==> config.mk <==
export PLATFORM = sky130hd
export DESIGN_NAME = prog_loader
export DESIGN_NICKNAME = d
export VERILOG_FILES = /design/src/rtl/prog_loader.sv
export SDC_FILE = /design/constraint.sdc
export NUM_CORES = 1
export LEC_CHECK = 0
export ABC_AREA = 1
export CORE_UTILIZATION = 55
export DETAILED_ROUTE_END_ITERATION = 7
export GPL_TIMING_DRIVEN = 0
export PLACE_DENSITY_LB_ADDON = 0.1
export SLEW_MARGIN = 20
export SYNTH_ARGS = -nofsm -noshare
export SYNTH_HDL_FRONTEND = slang
export SYNTH_SLANG_ARGS = --single-unit
export TNS_END_PERCENT = 10
==> constraint.sdc <==
create_clock -name clock -period 2.45 [get_ports clock]
set_clock_uncertainty 0.2 [all_clocks]
set_input_delay 0.49 -clock clock [delete_from_list [all_inputs] [get_ports clock]]
set_output_delay 0.49 -clock clock [all_outputs]
set_load 0.01 [all_outputs]
==> src/rtl/prog_loader.sv <==
`default_nettype none
// ============================================================================
//  Module      : prog_loader
//  Description : Writable program memory with a byte-stream load port.
//                The CPU side reads like a ROM: combinational read by
//                address. The load side takes DEPTH program bytes plus one
//                checksum byte over valid/ready. The CPU stays held in reset
//                until a load passes its checksum.
//  Revision    : 1.0 - initial release
// ============================================================================
module prog_loader #(
    parameter int ADDR_WIDTH    = 4,
    parameter int DATA_WIDTH    = 8,
    parameter int DEPTH         = 16,
    parameter bit HOLD_AT_RESET = 1'b1
) (
    input  logic                  clock,
    input  logic                  reset,
    input  logic                  load_start,
    input  logic                  in_valid,
    input  logic [DATA_WIDTH-1:0] in_data,
    output logic                  in_ready,
    input  logic [ADDR_WIDTH-1:0] address,
    output logic [DATA_WIDTH-1:0] data,
    output logic                  cpu_hold,
    output logic                  load_done,
    output logic                  load_error,
    output logic [ADDR_WIDTH:0]   byte_count
);

    typedef enum logic [2:0] {
        S_IDLE  = 3'd0,
        S_LOAD  = 3'd1,
        S_CHECK = 3'd2,
        S_RUN   = 3'd3,
        S_ERROR = 3'd4
    } state_t;

    localparam logic [ADDR_WIDTH:0] C_LAST = (ADDR_WIDTH+1)'(DEPTH - 1);
    localparam logic [ADDR_WIDTH:0] C_ONE  = (ADDR_WIDTH+1)'(1);

    state_t                  state_q, state_d;
    logic [ADDR_WIDTH:0]     count_q, count_d;
    logic [DATA_WIDTH-1:0]   sum_q, sum_d;
    logic                    done_q, done_d;
    logic                    err_q, err_d;
    logic                    hold_q, hold_d;
    logic                    w_accept;
    logic                    w_wr_en;
    logic [DATA_WIDTH-1:0]   mem_q [DEPTH];

    // A restart request masks ready so a coincident byte is never taken.
    assign in_ready = ((state_q == S_LOAD) || (state_q == S_CHECK)) && !load_start;
    assign w_accept = in_valid && in_ready;

    // CPU read port: purely combinational, old value visible during a write.
    assign data       = mem_q[address];
    assign cpu_hold   = hold_q;
    assign load_done  = done_q;
    assign load_error = err_q;
    assign byte_count = count_q;

    // Next-state and registered-output logic for the load sequencer.
    always_comb begin
        state_d = state_q;
        count_d = count_q;
        sum_d   = sum_q;
        done_d  = done_q;
        err_d   = err_q;
        hold_d  = hold_q;
        w_wr_en = 1'b0;
        if (load_start) begin
            state_d = S_LOAD;
            count_d = '0;
            sum_d   = '0;
            done_d  = 1'b0;
            err_d   = 1'b0;
            hold_d  = 1'b1;
        end else begin
            unique case (state_q)
                S_LOAD: begin
                    if (w_accept) begin
                        w_wr_en = 1'b1;
                        sum_d   = sum_q + in_data;
                        count_d = count_q + C_ONE;
                        if (count_q == C_LAST) begin
                            state_d = S_CHECK;
                        end
                    end
                end
                S_CHECK: begin
                    // Checksum byte only compares; count stays at DEPTH.
                    if (w_accept) begin
                        if (in_data == sum_q) begin
                            state_d = S_RUN;
                            done_d  = 1'b1;
                            hold_d  = 1'b0;
                        end else begin
                            state_d = S_ERROR;
                            err_d   = 1'b1;
                            hold_d  = 1'b1;
                        end
                    end
                end
                default: begin
                    // IDLE, RUN and ERROR wait for load_start or reset.
                end
            endcase
        end
    end

    // Sequencer state and status registers.
    always_ff @(posedge clock or negedge reset) begin
        if (!reset) begin
            state_q <= S_IDLE;
            count_q <= '0;
            sum_q   <= '0;
            done_q  <= 1'b0;
            err_q   <= 1'b0;
            hold_q  <= HOLD_AT_RESET;
        end else begin
            state_q <= state_d;
            count_q <= count_d;
            sum_q   <= sum_d;
            done_q  <= done_d;
            err_q   <= err_d;
            hold_q  <= hold_d;
        end
    end

    // Program memory: cleared by reset, filled in ascending address order.
    always_ff @(posedge clock or negedge reset) begin
        if (!reset) begin
            for (int i = 0; i < DEPTH; i++) begin
                mem_q[i] <= '0;
            end
        end else if (w_wr_en) begin
            mem_q[count_q[ADDR_WIDTH-1:0]] <= in_data;
        end
    end

endmodule
`default_nettype wire

After elaboration in Yosys (flattened, before gate mapping)
Index checks and enable logic that the tools add are counted.
Storage, ports and cells
  register bits after elaboration: 147
  input port bits: 16
  output and inout port bits: 17
  logic and storage cells: 85
Cells by class
  add/sub/neg operators: 2
  magnitude comparators: 3
  equal/unequal tests: 8
  mux-type cells: 33
  bitwise gates (word level): 2
  reduce and logical (&&, ||, !) cells: 15
Operator list (count)
  128-bit bitwise mux: 1
  8-bit 2-to-1 mux: 6
  8-bit binary-select mux with 4-bit select: 1
  8-bit demux with 4-bit select: 1
  1-bit 2-to-1 mux: 15
  3-bit 2-to-1 mux: 5
  5-bit 2-to-1 mux: 3
  5-bit greater-or-equal comparator (second input constant): 2
  4-bit inverter with 5-bit output: 2
  8-bit adder: 1
  8-bit equality test: 1
  2-bit nonzero test: 4
  3-bit inequality test (second input constant): 2
  3-bit case mux with 2 select lines: 1
  3-bit AND reduction: 2
  5-bit by 1-bit adder with 5-bit output (second input constant): 1
  5-bit by 4-bit equality test with 1-bit output (second input constant): 1
  5-bit by 1-bit < comparator with 1-bit output (second input constant): 1
  2-bit AND reduction: 2
  4-bit AND reduction: 1
  3-bit by 1-bit equality test with 1-bit output (second input constant): 1
  3-bit by 2-bit equality test with 1-bit output (second input constant): 1
  1-bit logical AND: 3
  3-bit by 2-bit inequality test with 1-bit output (second input constant): 1
  4 further kinds: 4

Longest topological paths before layout
Gate-level depths: netlist of the first run.
  depth in word-level cells: 7
  depth in mapped cells: 11
  gate-level depth less buffers: 11

Worst setup path before layout of the first run
Ideal clock, no wire load.
  kind: input to output
  start point: input port address[1]
  end point: output port data[0]
  arrival time: 1.395 ns
  required time: 1.760 ns
  slack: 0.365 ns
  stages on the path: 6
  path buffers: 2
  cells stage by stage: clkbuf_1 -> clkbuf_1 -> o211ai_1 -> nand3_1 -> nand3_1 -> nand2_1
Between the ends
  cells in the longest elaborated chain, start to end: 4
Ends and longest elaborated chain
  start, declared: line 23  | input logic [ADDR_WIDTH-1:0] address,
  4-bit inverter with 5-bit output (not written as such): line 57  | assign data = mem_q[address];
  8-bit binary-select mux with 4-bit select: line 57
  8-bit 2-to-1 mux (not written as such) (2 in series): line 57
  end, declared: line 24  | output logic [DATA_WIDTH-1:0] data,
Every way passes these cells. The select of a mux whose other input is x is not followed.

Final worst setup path of the first run
  start point: input port address[1]
  end point: output port data[3]
Same word-level chain as after synthesis.

==> results.txt, run 1 <==
Routed len/inst -> 18.60 um
Maximum VDD drop -> 0.0004887 V
GR Util met1 -> 0.4424
Internal power -> 4843 uW
Crit start category -> input pin
Post-Synth Adder-Cell Area -> 0.02326
R2R cell count -> 11
Clock sinks -> 147
Wirelength, routed -> 21.15 mm
Worst Path Required -> 1.76 ns
Logic gate share of total power -> 0.190
Post-synthesis sequential area ratio -> 0.5031
Hold Slack -> 0.2735 ns
Final Hold Vio Count -> 0
CTS Buf Count -> 17
Setup Viol. Count Final -> 2
Most frequent cell after synthesis -> nand2_1
Dpl cell area -> 7843 sq um
Total gr overflow -> 0
CTS clk-pin slew, worst paths -> 0.06 ns
Synthesized netlist cell count -> 903
FF+latch area -> 3680 sq um
Yosys top cell by area -> dfrtp_1
Max Clk Rate -> 377.0 MHz
Number of DRC markers in iteration 0 -> 880
Synth Register Bits -> 147
Final net count -> 981
DR pass1 iterations -> 6
Clock network power share -> 0.387
Dpl hpwl -> 15.00 mm
CTS tree -> yes
Largest net degree at the start of global routing -> 86
Crit-path max FO -> 10
Avg Inst Size Synth -> 8.100 sq um
Worst EP arrival -> 1.96 ns
Switching Share -> 0.2946
Final ANT Viol Nets -> 0
Core area -> 12770 sq um
Worst path depth -> 8
Slew @ Worst Pin -> 0.8088 ns
Status -> complete, but fails checks
Row cnt -> 41
Initial core utilization -> 0.5726
Via density -> 5.683
CP dominant cell by count -> nand3_1
Async SR Flop Fraction -> 1.000
Maximum root-to-sink buffer count -> 2
Met2 Track Usage GR -> 0.4926
Layout cells sized above 1 -> 0.1016
Top Usage Layer GRT -> met2
Failing checks -> negative setup slack
Vias in the first global route -> 6179
Synth Area in Compound Gates -> 0.1741
Netlist Area Pre-Place -> 7315 sq um
Mapped Nets -> 932
Mux share of post-synthesis cell area -> 0
Worst path cell trace -> clkbuf_4 -> buf_4 -> a21oi_1 -> o21ai_0 -> nand3_1 -> nand3_1 -> nand2_1 -> clkdlybuf4s50_1
Die span in y -> 117.3 um
Area contributors post-synth -> dfrtp_1, nand2_1, o21ai_1, inv_1, o211ai_1
Antenna Cells -> 0
Tot Pwr -> 6865 uW
Multi-input gate area -> 3014 sq um
CP max-delay cell -> clkdlybuf4s50_1
CP bufs+invs -> 3
IO Port Bufs -> 28
Slowest stage delay, CP -> 0.53 ns
Crit share post-route -> 1.083
HP Class -> reg2reg
RSZ-0062 raised after global routing -> yes
GRT met3 Usage -> 0.08560
Place WS -> -0.8051 ns
Cell area after layout -> 8593 sq um
Top Family by Delay on Critical Path -> buffers and inverters
Power density over the cells -> 798.9 nW/um^2
Synth Warn # -> 0
Post-route setup TNS -> -0.2263 ns
Post-synth EDFFs -> 0
Max-cap violations -> 0
Post-synth top cells -> nand2_1, dfrtp_1, inv_1, o21ai_1, nand3_1
Sequential power share -> 0.424
Worst-Skew Late Latency -> 0.42 ns
Critical path class -> in2out
Total track usage -> 0.3215
Die ar. -> 13760 sq um
Die W -> 117.3 um
Switching power -> 2022 uW
Main combinational cell family by area after synthesis -> simple AND/OR/NAND/NOR gates
Prevailing post-synth register cell -> dfrtp_1
Total number of vias -> 6462
Synth Area in Simple Gates -> 0.2107
Pins Over Slew Limit -> 0
Hold depth -> 2
Drt drc -> 0
Post-synthesis xor/xnor area fraction -> 0.001197
I/O pins -> 33
Worst setup margin -> -0.2023 ns
Htree depth -> 4
Clock root buffer -> clkbuf_16
First-pass GRT wire length -> 33.83 mm
Fillers -> 1072
Yosys top cell area share -> 0.4995
Pleak -> 0.004159 uW
Area delta synth->final -> 17.48%
Initial antenna violation count -> 0
Fin crit period -> 2.652 ns
Netlist cell types -> 29
Slew Limit Headroom -> 0.4608
Final Wtd Congestion -> 0.9483
Worst setup EP type -> output pin
[state kept, by name (all words and copies together), names as in the netlist]
name and flops:
sum_q 8, mem_q 128, state_q 3, cpu_hold 1, load_done 1, load_error 1, byte_count 5
[final timing paths]
check	startpoint	slack, ns	endpoint
max reg2reg	byte_count[0]$_DFFE_PN0P_	0.39	state_q[0]$_DFFE_PN0P_
min in group asynchronous	reset	0.40	mem_q[60]$_DFFE_PN0P_
min	load_error$_DFFE_PN0P_	0.27	load_error$_DFFE_PN0P_
max	address[1]	-0.20	data[3]
max in group asynchronous	reset	0.86	mem_q[98]$_DFFE_PN0P_
min reg2reg	load_error$_DFFE_PN0P_	0.27	load_error$_DFFE_PN0P_
[cells in the final DEF (no fill, tap or decap), drive strengths merged, types with 23 or more instances in the layout]
cell type and count:
a21oi 29, buf 23, clkbuf 52, dfrtp 146
inv 107, nand2 251, nand3 70, nor2 25
o211ai 44, o21ai 157
[logic make-up after synthesis]
group / count (synthesis)
compound gates: 232
xor+xnor: 1
fa+ha+maj: 13
buf+inv: 159
flops: 147
simple gates: 351
[per-layer routing]
metal	share of wire	routed length, um	vias to the layer above
met5	0	0	-
met2	0.47	9836	281
met1	0.43	9061	3099
met4	0.019	401	0
li1	-	-	3055
met3	0.088	1851	27
[power by group through the flow]
stage | combinational (uW) | sequential [uW] | clock, uW
after floorplan | 850 | 2890 | 0
after global placement | 1220 | 2920 | 0
after detailed placement | 1260 | 2940 | 0
after CTS | 1290 | 2900 | 2660
after global routing | 1450 | 2940 | 2770
final | 1300 | 2910 | 2650
[tightest hold or removal path: stages, from the launching register on]
cell	delay, ns
dfrtp_1	0.34
nand2_1	0.05
nand2_1	0.05
[cell type report]
cell class              instances  share of cell area
flip-flops and latches        147              0.4282
multi-input cells             597              0.3508
clock buffers                  22             0.05402
inverters                     108             0.04732
plain buffers                  51             0.04091
repair buffers                 30             0.03844
well taps                     172             0.02504
clock inverters                10             0.01529
[stage by stage]
step / utilization / cells
2_1_floorplan: - / 903
3_3_place_gp: 0.6114 / 1103
3_5_place_dp: 0.6140 / 1104
4_1_cts: 0.6714 / 1137
5_1_grt: 0.6727 / 1137
6_report: 0.6727 / 1137
[timing repair]
action,CTS,global route
endpoints found under the hold margin,62,0
endpoints found under the setup margin,9,8
hold buffers,1,0
resized for setup,60,9
setup buffers,0,0
pin swaps,2,5
Note: power is estimated with default switching activity, not from simulation.
==> run 2: changes to the inputs <==
- CTS_CLUSTER_DIAMETER: not set -> 50
- SLEW_MARGIN: 20 -> 5
- clock period: 2.45 -> 2.3 ns (I/O delays scaled with it)
==> run 2 against run 1 <==
Net effect:
- the run still ends with negative setup slack left
- count of clock-buffer cells in the layout is 1 higher
- non-clock buffer count rose by 7
- final cell count rose by 0.62%
- critical path depth is the same
- die area did not move
- worst setup slack better by 0.18 ns
==> results.txt, run 2 (synthesis results as in run 1) <==
R2r startpoint -> byte_count[1]$_DFFE_PN0P_
Fillers -> 1081 (+0.84%)
Worst-Skew Late Latency -> 0.42 ns (about the same)
Fin crit period -> 2.327 ns
Pins Over Slew Limit -> 0 (unchanged)
Flop2flop setup slack -> 0.24 ns (-0.15 ns)
Crit start category -> input pin
Crit-path max FO -> 10 (unchanged)
Crit share post-route -> 1.012
Internal power -> 5131 uW (+6.0%)
Worst setup margin -> -0.02655 ns (+0.1757 ns)
Top Metal Used -> met4
Final ANT Viol Nets -> 0 (unchanged)
Initial antenna violation count -> 0 (unchanged)
Max-cap violations -> 0 (unchanged)
Power density over the cells -> 838.0 nW/um^2 (+4.9%)
Wl on met1 -> 9.045 mm (-0.18%)
Total number of vias -> 6507 (+0.70%)
Layout cells sized above 1 -> 0.1183 (+0.01676)
Routed wl met2 -> 9.660 mm (-1.8%)
Via density -> 5.688 (about the same)
Htree depth -> 4 (unchanged)
Row cnt -> 41 (unchanged)
Critical path class -> in2out
Failing checks -> negative setup slack
RSZ-0062 raised after global routing -> yes
Most flops, register -> mem_q
Core area -> 12770 sq um (unchanged)
Die ar. -> 13760 sq um (unchanged)
IO Port Bufs -> 28 (unchanged)
Total track usage -> 0.3227 (+0.001207)
Final Hold Vio Count -> 0 (unchanged)
Antenna Cells -> 0 (unchanged)
Hold Slack -> 0.2737 ns (+0.0002100 ns)
Dpl hpwl -> 14.99 mm (about the same)
Hold depth -> 2 (unchanged)
Sequential power share -> 0.426 (+0.002)
Initial core utilization -> 0.5726 (unchanged)
Pleak -> 0.004165 uW (+0.16%)
R2R cell count -> 11 (unchanged)
Reg2reg end -> state_q[1]$_DFFE_PN0P_
Setup Viol. Count Final -> 1 (-1)
Die W -> 117.3 um (unchanged)
Worst setup EP type -> output pin
Switching power -> 2146 uW (+6.1%)
Max Clk Rate -> 429.8 MHz
Worst Path Required -> 1.64 ns (-0.12 ns)
Drt drc -> 0 (unchanged)
Met3 routed WL -> 1.896 mm (+2.4%)
FF+latch area -> 3680 sq um (unchanged)
Total gr overflow -> 0 (unchanged)
Logic gate share of total power -> 0.194 (+0.004)
DR pass1 iterations -> 5 (-1)
Largest net degree at the start of global routing -> 86 (unchanged)
Slew Limit Headroom -> 0.4854 (+0.02461)
Largest register FFs -> 128 (unchanged)
I/O pins -> 33 (unchanged)
HP Class -> reg2reg
Final Wtd Congestion -> 0.9483 (unchanged)
Worst EP arrival -> 1.67 ns (-0.29 ns)
Die span in y -> 117.3 um (unchanged)
Slew @ Worst Pin -> 0.7718 ns (-0.03691 ns)
Commonest non-fill, non-tap cell in the layout -> nand2_1
Wirelength, routed -> 21.24 mm (+0.42%)
Worst Hold Endpoint -> load_error$_DFFE_PN0P_
Final net count -> 988 (+0.71%)
Multi-input gate area -> 3027 sq um (+0.42%)
Switching Share -> 0.2949 (about the same)
Clock network power share -> 0.380 (-0.007)
Number of DRC markers in iteration 0 -> 742 (-16%)
Maximum root-to-sink buffer count -> 2 (unchanged)
First-pass GRT wire length -> 33.96 mm (+0.39%)
Area delta synth->final -> 18.71%
Tot Pwr -> 7276 uW (+6.0%)
Min-delay src -> load_error$_DFFE_PN0P_
CTS clk-pin slew, worst paths -> 0.06 ns (about the same)
Maximum VDD drop -> 0.0005155 V (+5.5%)
Most frequent cells in the layout -> nand2_1, dfrtp_1, inv_1
Clock root buffer -> clkbuf_16
Clock sinks -> 147 (unchanged)
Routed len/inst -> 18.57 um (-0.20%)
Status -> complete, but fails checks
Vias in the first global route -> 6230 (+0.83%)
CTS tree -> yes
CTS Buf Count -> 17 (unchanged)
run 2: per-layer routing:
metal,up-vias,global-route usage
li1,3071,-
met1,3102,0.4462
met2,294,0.4811
met3,40,0.08317
met4,0,0.1364
met5,-,0
run 2: power by group through the flow:
| stage | sequential [uW] | clock [uW] | combinational [uW] |
|---|---|---|---|
| floorplan | 3080 | 0 | 905 |
| global placement | 3110 | 0 | 1300 |
| detailed placement | 3130 | 0 | 1340 |
| CTS | 3090 | 2780 | 1380 |
| global route | 3130 | 2900 | 1590 |
| finish | 3100 | 2770 | 1410 |
run 2: area by class of cell:
cell class	instances	share of cell area
Sequential cell	147	0.4238
Multi-Input combinational cell	597	0.3486
Clock buffer	23	0.05620
Inverter	108	0.04726
Buffer	51	0.04625
Timing Repair Buffer	37	0.04135
Tap cell	172	0.02478
Clock inverter	9	0.01182
run 2: how the worst max path moves through the flow:
stage	from	endpoint	slack [ns]	depth (start not counted)
6_report	address[1]	data[1]	-0.03	8
5_1_grt	address[1]	data[1]	-0.07	8
3_5_place_dp	address[1]	data[5]	-0.88	8
3_3_place_gp	reset	sum_q[5]$_DFFE_PN0P_	-5.23	1
4_1_cts	address[0]	data[5]	-0.09	7
2_1_floorplan	address[1]	data[0]	0.28	6
run 2: worst max-delay path, stage by stage:
cell             delay [ns]
clkbuf_4               0.19
clkbuf_8               0.21
a21oi_1                0.12
o21ai_0                0.13
nand3_1                0.10
nand3_1                0.09
nand2_1                0.12
clkdlybuf4s15_1        0.24
run 2: what timing repair did:
item	CTS	global route
endpoints found under the hold margin	62	0
gates resized for setup	77	29
hold buffers	1	0
setup endpoints to repair	9	8
buffers inserted	3	4
pin swaps	14	15
run 2: stage by stage:
| stage | setup slack [ns] | cell area (sq um) | setup TNS, ns | std cells | utilization |
|---|---|---|---|---|---|
| after floorplan | 0.2750 | 7315 | 0 | 903 | - |
| after global placement | -5.230 | 7810 | -774.12 | 1103 | 0.6114 |
| after detailed placement | -0.8835 | 7839 | -10.50 | 1104 | 0.6137 |
| after CTS | -0.09326 | 8611 | -0.2098 | 1140 | 0.6741 |
| after global routing | -0.07453 | 8683 | -0.2362 | 1144 | 0.6798 |
| final | -0.02655 | 8683 | -0.02655 | 1144 | 0.6798 |
==> run 3: changes to the inputs <==
- GPL_TIMING_DRIVEN: 0 -> not set
- REMOVE_ABC_BUFFERS: not set -> 1
==> run 3 against run 2 <==
Net effect:
- sequential share of layout area fell by 0.15 points
- first-iteration DRC count fell by 25%
- final cell count fell by 1.0%
- clock power rose by 3%
- critical path type unchanged
- utilization rose by 0.24 points
- total power rose by 0.91%
- worst setup slack improved by 0.078 ns
- die area did not move
- count of clock-buffer cells in the layout fell by 4
- the flow now finishes without violations
- register-to-register slack barely moved
- critical path depth did not move
- global-route usage fell by 2.7 points
==> results.txt, run 3 (synthesis results as in run 1) <==
Critical path class -> in2out
Post-layout util -> 0.6821 (+0.002351)
Number of DRC markers in iteration 0 -> 559 (-25%)
CTS clk-pin slew, worst paths -> 0.06 ns (about the same)
CTS Buf Count -> 17 (unchanged)
Via density -> 5.661 (-0.48%)
Total number of vias -> 6408 (-1.5%)
Final net count -> 976 (-1.2%)
I/O pins -> 33 (unchanged)
Row cnt -> 41 (unchanged)
Clock root buffer -> clkbuf_16
Area delta synth->final -> 19.12%
Slew @ Worst Pin -> 0.4595 ns (-0.3123 ns)
Tot Pwr -> 7342 uW (+0.91%)
GR Util met1 -> 0.3833 (-0.06298)
Worst EP arrival -> 1.59 ns (-0.08 ns)
Layout cells sized above 1 -> 0.1208 (+0.002521)
Worst-Skew Late Latency -> 0.43 ns (about the same)
GRT met3 Usage -> 0.06323 (-0.01994)
Met2 Track Usage GR -> 0.4778 (-0.003328)
Routed len/inst -> 16.91 um (-8.9%)
Total gr overflow -> 0 (unchanged)
Die span in y -> 117.3 um (unchanged)
Maximum root-to-sink buffer count -> 2 (unchanged)
Max Clk Rate -> 444.8 MHz (+3.5%)
Fillers -> 1036 (-4.2%)
Total track usage -> 0.2956 (-0.02714)
Setup Viol. Count Final -> 0 (-1)
Worst Path Required -> 1.64 ns (about the same)
Place WS -> -0.5099 ns (+0.3736 ns)
Vias in the first global route -> 6299 (+1.1%)
Status -> finished, final reports clean
Worst setup margin -> 0.05175 ns (+0.07830 ns)
R2r startpoint -> byte_count[0]$_DFFE_PN0P_
Final Wtd Congestion -> 0.8602 (-9.3%)
Final Hold Vio Count -> 0 (unchanged)
Clock sinks -> 147 (unchanged)
Finished Layout Cells -> 1132 (-1.0%)
Crit start category -> input pin
Maximum VDD drop -> 0.0005134 V (-0.41%)
Largest net degree at the start of global routing -> 51 (-41%)
Initial core utilization -> 0.5726 (unchanged)
Worst setup EP type -> output pin
Antenna Cells -> 0 (unchanged)
Die W -> 117.3 um (unchanged)
RSZ-0062 raised after global routing -> yes
Dpl hpwl -> 12.56 mm (-16%)
Reg2reg end -> state_q[1]$_DFFE_PN0P_
Largest register FFs -> 128 (unchanged)
Pleak -> 0.004198 uW (+0.77%)
Most flops, register -> mem_q
Die ar. -> 13760 sq um (unchanged)
First-pass GRT wire length -> 31.62 mm (-6.9%)
Final ANT Viol Nets -> 0 (unchanged)
Max-cap violations -> 0 (unchanged)
Power density over the cells -> 842.7 nW/um^2 (+0.56%)
HP Class -> in2async
Crit-path max FO -> 26 (+16)
Most frequent cells in the layout -> nand2_1, dfrtp_1, inv_1
Fin crit period -> 2.248 ns (-0.07830 ns)
Crit share post-route -> 0.9775 (-0.03404)
CTS tree -> yes
DR pass1 iterations -> 6 (+1)
Pins Over Slew Limit -> 0 (unchanged)
Initial antenna violation count -> 0 (unchanged)
Commonest non-fill, non-tap cell in the layout -> nand2_1
Htree depth -> 4 (unchanged)
Core area -> 12770 sq um (unchanged)
Placed cells -> 1095 (-0.82%)
Flop2flop setup slack -> 0.24 ns (about the same)
IO Port Bufs -> 32 (+14%)
Wirelength, routed -> 19.14 mm (-9.9%)
Top Usage Layer GRT -> met2
R2R cell count -> 11 (unchanged)
Drt drc -> 0 (unchanged)
Slew Limit Headroom -> 0.6933 (+0.2079)
[run 3: repair_timing]
action / CTS / global route
pin swaps: 9 / 13
setup buffers: 1 / 0
setup endpoints to repair: 9 / 8
resized for setup: 27 / 14
hold endpoints to repair: 24 / 0
cloned: 0 / 3
hold buffers: 1 / 0
[run 3: critical path, stage by stage]
cell and delay [ns]:
buf_6 0.15, buf_12 0.17, buf_4 0.15, o211ai_1 0.21, nand3_1 0.16, nand3_1 0.10, nand2_1 0.06, buf_2 0.13
[run 3: metrics by stage]
step | area [sq um] | hold WS, ns | setup TNS, ns
global route | 8713 | 0.2988 | 0
CTS | 8656 | 0.2744 | -0.08565
global placement | 8001 | 0.1562 | -3.428
detailed placement | 8001 | 0.1591 | -3.901
finish | 8713 | 0.2777 | 0
floorplan | 7079 | -0.03559 | 0
[run 3: power breakdown]
| part | internal [uW] | switching, uW |
|---|---|---|
| registers | 2890 | 194 |
| logic | 558 | 856 |
| clock network | 1730 | 1110 |
[run 3: how the worst max path moves through the flow]
| stage | from | endpoint | depth (start not counted) |
|---|---|---|---|
| 4_1_cts | address[0] | data[7] | 7 |
| 3_5_place_dp | address[2] | data[5] | 6 |
| 3_3_place_gp | address[2] | data[6] | 6 |
| 5_1_grt | address[0] | data[0] | 9 |
| 2_1_floorplan | state_q[1]$_DFFE_PN0P_ | mem_q[100]$_DFFE_PN0P_ | 6 |
| 6_report | address[0] | data[0] | 8 |
[run 3: final cells by class]
type | instances | area (sq um) | area share
multi-input combinational | 597 | 3027 | 0.3474
sequential | 147 | 3680 | 0.4223
timing repair buffer | 76 | 780.7 | 0.08960
tap | 172 | 215.2 | 0.02470
clock buffer | 19 | 442.9 | 0.05083
inverter | 108 | 409.1 | 0.04696
clock inverter | 13 | 158.9 | 0.01824
[run 3: routing by layer]
metal	vias to the layer above	wire length (um)
met4	0	501
met2	225	9316
met3	45	1260
li1	3061	-
met1	3077	8060
met5	-	0
